### config.mk
export PLATFORM = sky130hd
export DESIGN_NAME = ysyx_rou_commit_ctrl
export DESIGN_NICKNAME = d
export VERILOG_FILES = /design/src/rtl/ysyx_rou_commit_ctrl_pkg.sv /design/src/rtl/ysyx_rou_commit_ctrl.sv
export SDC_FILE = /design/constraint.sdc
export NUM_CORES = 1
export LEC_CHECK = 0
export BUFFER_PORTS_ARGS = -buffer_cell sky130_fd_sc_hd__buf_2
export CAP_MARGIN = 0
export CORE_ASPECT_RATIO = 0.6
export CORE_MARGIN = 2
export CORE_UTILIZATION = 45
export CTS_CLUSTER_DIAMETER = 150
export DETAILED_ROUTE_END_ITERATION = 12
export PLACE_DENSITY = 0.9
export SLEW_MARGIN = 20
export SYNTH_ARGS = -nofsm -noshare
export SYNTH_HDL_FRONTEND = slang
export SYNTH_SLANG_ARGS = --single-unit
### constraint.sdc
create_clock -name clock -period 3.65 [get_ports clock]
set_clock_uncertainty 0.15 [all_clocks]
set_input_delay 0.1825 -clock clock [delete_from_list [all_inputs] [get_ports clock]]
set_output_delay 0.1825 -clock clock [all_outputs]
set_load 0.005 [all_outputs]
### src/rtl/ysyx_rou_commit_ctrl_pkg.sv
// ysyx_pkg: shared commit kinds, commit FSM states and flush counter sizing
`ifndef YSYX_XLEN
`define YSYX_XLEN 64
`endif
package ysyx_pkg;
  typedef enum logic [2:0] {
    K_NORMAL  = 3'd0,
    K_STORE   = 3'd1,
    K_CSR     = 3'd2,
    K_TRAP    = 3'd3,
    K_FENCE_I = 3'd4
  } commit_kind_e;
  typedef enum logic [1:0] {
    S_IDLE,
    S_FENCE_DRAIN,
    S_FENCE_WAIT,
    S_FLUSH
  } commit_state_e;
  function automatic int flush_cnt_w(input int cycles);
    return $clog2(cycles + 1);
  endfunction
endpackage

### src/rtl/ysyx_rou_commit_ctrl.sv
// ysyx_rou_commit_ctrl: ROB head commit sequencer with serialising flush and retire counter
`ifndef YSYX_XLEN
`define YSYX_XLEN 64
`endif
module ysyx_rou_commit_ctrl
  import ysyx_pkg::*;
#(
  parameter int XLEN         = `YSYX_XLEN,
  parameter int FLUSH_CYCLES = 1,
  parameter int CNT_W        = 64
) (
  input  logic             clock,
  input  logic             reset,
  input  logic             head_valid,
  input  logic [2:0]       head_kind,
  input  logic [XLEN-1:0]  head_pc,
  input  logic             head_flush,
  output logic             head_pop,
  output logic             cmu_valid,
  output logic             sq_valid,
  input  logic             sq_ready,
  input  logic             sq_empty,
  output logic             csr_valid,
  output logic             csr_trap,
  output logic [XLEN-1:0]  csr_pc,
  output logic             fence_i_req,
  input  logic             fence_i_done,
  output logic             flush_pipe,
  output logic             busy,
  output logic [CNT_W-1:0] retire_cnt
);
  localparam int FW = flush_cnt_w(FLUSH_CYCLES);
  commit_state_e state;
  logic [FW-1:0] flush_cnt;
  logic idle, is_trap, to_flush;
  always_comb begin
    idle      = !reset && state == S_IDLE && head_valid;
    is_trap   = head_kind == K_TRAP || head_kind > K_FENCE_I;
    sq_valid  = idle && head_kind == K_STORE;
    csr_valid = idle && (head_kind == K_CSR || is_trap);
    csr_trap  = csr_valid && is_trap;
    csr_pc    = csr_valid ? head_pc : '0;
    head_pop  = csr_valid || (idle && head_kind == K_NORMAL) || (sq_valid && sq_ready) ||
                (!reset && state == S_FENCE_WAIT && head_valid && fence_i_done);
    cmu_valid = head_pop && !csr_trap;
    to_flush  = head_pop && (csr_valid || head_flush || state == S_FENCE_WAIT);
    busy      = state != S_IDLE;
  end
  always_ff @(posedge clock) begin
    if (reset) begin
      state       <= S_IDLE;
      flush_cnt   <= '0;
      retire_cnt  <= '0;
      fence_i_req <= 1'b0;
      flush_pipe  <= 1'b0;
    end else begin
      retire_cnt  <= retire_cnt + CNT_W'(cmu_valid);
      fence_i_req <= 1'b0;
      flush_pipe  <= 1'b0;
      if (to_flush) begin
        state      <= S_FLUSH;
        flush_cnt  <= FW'(1);
        flush_pipe <= 1'b1;
      end else begin
        case (state)
          S_IDLE:
            if (head_valid && head_kind == K_FENCE_I) begin
              state       <= sq_empty ? S_FENCE_WAIT : S_FENCE_DRAIN;
              fence_i_req <= sq_empty;
            end
          S_FENCE_DRAIN:
            if (sq_empty) begin
              state       <= S_FENCE_WAIT;
              fence_i_req <= 1'b1;
            end
          S_FLUSH:
            if (flush_cnt == FW'(FLUSH_CYCLES)) begin
              state     <= S_IDLE;
              flush_cnt <= '0;
            end else begin
              flush_cnt  <= flush_cnt + FW'(1);
              flush_pipe <= 1'b1;
            end
          default: ;
        endcase
      end
    end
  end
endmodule

==> results.py <==
metrics = {
    "sta": {
        "hold_viol_final": 0,
        "min_period_ns": 3.50,
        "finalCritPeriodShare_pct": 95.8,
        "fin_tns_setup_ns": 0,
        "drv_slew": 0,
        "slew_headroom_pct": 50.3,
        "worst_pin_slew_ns": 0.740,
        "rsz0062_at_grt": "false",
        "setup_viol": 0,
        "fmax_mhz": 286,
        "worst_hold_slack_ns": 0.0371,
    },
    "worst_setup_path": {
        "endpoint_kind": "flip-flop",
        "slowest_stage": "or4b_1",
        "critical_path_buf_inv_count": 1,
        "crit_family": "simple AND/OR/NAND/NOR gates",
        "path_depth": 11,
        "r2r-start": "state[1]",
        "cpMostUsedCell": "ha_1",
        "cp.required_ns": 3.76,
        "crit_start": "state[1]",
        "worst_ep_arrival_time_ns": 3.61,
        "max_stage_delay_ns": 0.62,
        "cp_cell_sequence": "or4b_1 > o22ai_1 > and2_1 > ha_1 > ha_1 > nand4_1 > nor4_1 > nand3_1 > buf_4 > or4_1 > a21oi_1",
        "cp-start-kind": "flip-flop",
        "path_class": "flip-flop to flip-flop",
        "reg2reg_depth": 11,
        "path_max_fanout": 14,
    },
    "logic_synthesis": {
        "yosysTopAreaCellShare_pct": 36.4,
        "yosysTopAreaCell": "dfxtp_1",
        "synth_edf_count": 0,
        "ys_seq_area_share_pct": 36.4,
        "synthCells": 468,
        "ys_warn_count": 0,
        "synth.distinct_cells": 47,
        "synth-seq-cells": 69,
        "synth_area_mm2": 0.00380,
        "async_flop_share_pct": 0,
        "avgSynthCellArea_um2": 8.11,
        "yosys-top-cells-count": "dfxtp_1, and2_1, a21oi_1",
        "synth_nets": 544,
        "synth_most_common_cell": "dfxtp_1",
        "ys.flop_type": "dfxtp_1",
        "synth.top_cells.by_area": "dfxtp_1, and2_1, a21oi_1, o31ai_1, or4_1",
    },
    "cts": {
        "clock_path_buffers": 2,
        "path_clk_slew_ns": 0.06,
        "cts_made_buffers": 9,
        "root_buffer": "clkbuf_16",
        "cts_num_sinks": 69,
        "cts-htree-levels": 3,
        "post_cts_buffers": 0,
        "clock_latency_ns": 0.34,
        "cts_tree": "yes",
        "post_cts_resized": 0,
        "holdBufCountCts": 0,
    },
    "finish": {
        "drive_above_1_share_pct": 38.0,
        "layout-area-overhead-vs-synth_pct": 37.6,
        "nets": 747,
        "fin_util_pct": 65.0,
    },
    "floorplan": {
        "die_w_um": 123,
        "initial_core_util_pct": 47.2,
        "die_y_um": 75.1,
        "io_pins": 210,
        "core_area_mm2": 0.00804,
        "design.die.area_mm2": 0.00921,
        "fp-row-count": 25,
    },
    "pwr": {
        "total_leakage_power_nw": 2.36,
        "p_comb_share_pct": 9.2,
        "pwr-share-clk_pct": 48.4,
        "netSwitchingPower_mw": 0.435,
        "internal_power_mw": 1.36,
        "switching_share_pct": 24.2,
        "ir_drop_v": 0.000209,
        "power.total_mw": 1.80,
        "powerDensity_mw_per_mm2": 345,
        "seqPwrFrac_pct": 42.4,
    },
    "detailed_routing": {
        "wl_per_cell_um": 19.0,
        "antenna_left": 0,
        "num_vias": 4507,
        "drt-total-wl_um": 15000,
        "dr.pass1.iters": 5,
        "drt-vias-per-instance": 5.71,
        "route.detailed.drc": 0,
        "drtIter0Drc": 502,
    },
    "global_routing": {
        "grt_max_degree": 70,
        "antenna_found_initial": 4,
        "grt_use_total_pct": 31.0,
        "grt_pass1_vias": 4016,
        "overflow": 0,
        "grt_pass1_wl_um": 21500,
    },
    "hold_path": {
        "min_from": "sq_empty",
        "hp-class": "primary input to flip-flop",
        "min_path_cells": 3,
    },
    "placement": {
        "hpwl_um": 11300,
        "place.gp.congestion": 0.940,
        "port_buffers": 209,
    },
    "outcome": {
        "status": "finished clean",
    },
    "run": {
        "maxCapViolCount": 0,
    },
}
## placed cells by master (no fill, tap or decap), types with 3 or more instances in the layout
cell type  Yosys  layout
diode_2        0       6
nand3_1       22      22
a31oi_1        4       4
nand2_1       25      25
and3_1         5       5
dfxtp_1       69      69
or3_1          6       6
clkbuf_16      0       9
nor4_1         7       7
and4_1         3       3
o21ai_0       11      11
nand4_1       15      15
nand2b_1       3       3
nor2b_1        4       4
xnor2_1       13      13
buf_2          0     209
and3_2         3       3
inv_1         14      14
a21oi_1       40      40
o31ai_1       25      25
and4_2         3       3
or2_2          3       3
xor2_1        11      11
nor3_1         9       9
and2_1        65      65
buf_4          0       9
nor2_1        32      31
clkinv_2       0       4
or4_1         25      25
## flip-flops by register name, summed over array words and instances (netlist names)
signal	flops
fence_i_req	1
flush_cnt	1
flush_pipe	1
retire_cnt	64
state	2
## metal layers
metal | share of wire, % | GRT usage (%)
met1 | 41 | 39.2
met2 | 47 | 49.3
met3 | 9.0 | 10.7
met4 | 2.6 | 12.5
met5 | 0.047 | 0
## worst register-to-register path: stages, from the launching register on
cell and delay [ns]:
dfxtp_1 0.31, or4b_1 0.62, o22ai_1 0.25, and2_1 0.19, ha_1 0.19, ha_1 0.21, nand4_1 0.22, nor4_1 0.29
nand3_1 0.12, buf_4 0.20, or4_1 0.53, a21oi_1 0.16
## stage by stage
step                      setup WS [ns]  instances  instance area (µm²)
after floorplan                   0.252        468                 3800
after global placement            0.330        768                 4920
after detailed placement          0.203        768                 4920
after CTS                         0.179        784                 5210
after global routing             0.0179        786                 5210
final                             0.153        790                 5220
## cell families (layout without fill, tap and decap cells)
logic type,Yosys count,after routing,share of synthesized area [%]
compound gates,88,88,14.1
xor+xnor,24,24,5.54
fa+ha+maj,2,2,0.659
buf+inv,40,248,4.94
flops,69,69,36.4
other cells,0,6,0
simple gates,245,245,38.4
## area by class of cell
type,count,area [µm²]
Fill cell,707,2820
Multi-Input combinational cell,359,2230
Sequential cell,69,1380
Timing Repair Buffer,218,1110
Clock buffer,9,225
Tap cell,108,135
Clock inverter,7,66.3
Inverter,14,52.6
Antenna cell,6,15.0
## power groups by stage
stage	clock network, mW	logic, mW	registers, mW
after floorplan	0	0.0658	0.781
after global placement	0	0.158	0.779
after detailed placement	0	0.161	0.779
after CTS	0.871	0.164	0.763
after global routing	0.921	0.177	0.763
final	0.871	0.166	0.763
## path summary, 6_finish.rpt
| check | to | slack [ns] |
|---|---|---|
| setup / recovery | retire_cnt[58] | 0.15 |
| setup reg to reg | retire_cnt[58] | 0.15 |
| hold reg to reg | retire_cnt[50] | 0.35 |
| hold / removal | state[0] | 0.04 |
No activity file was read; power rests on OpenSTA's default activity.
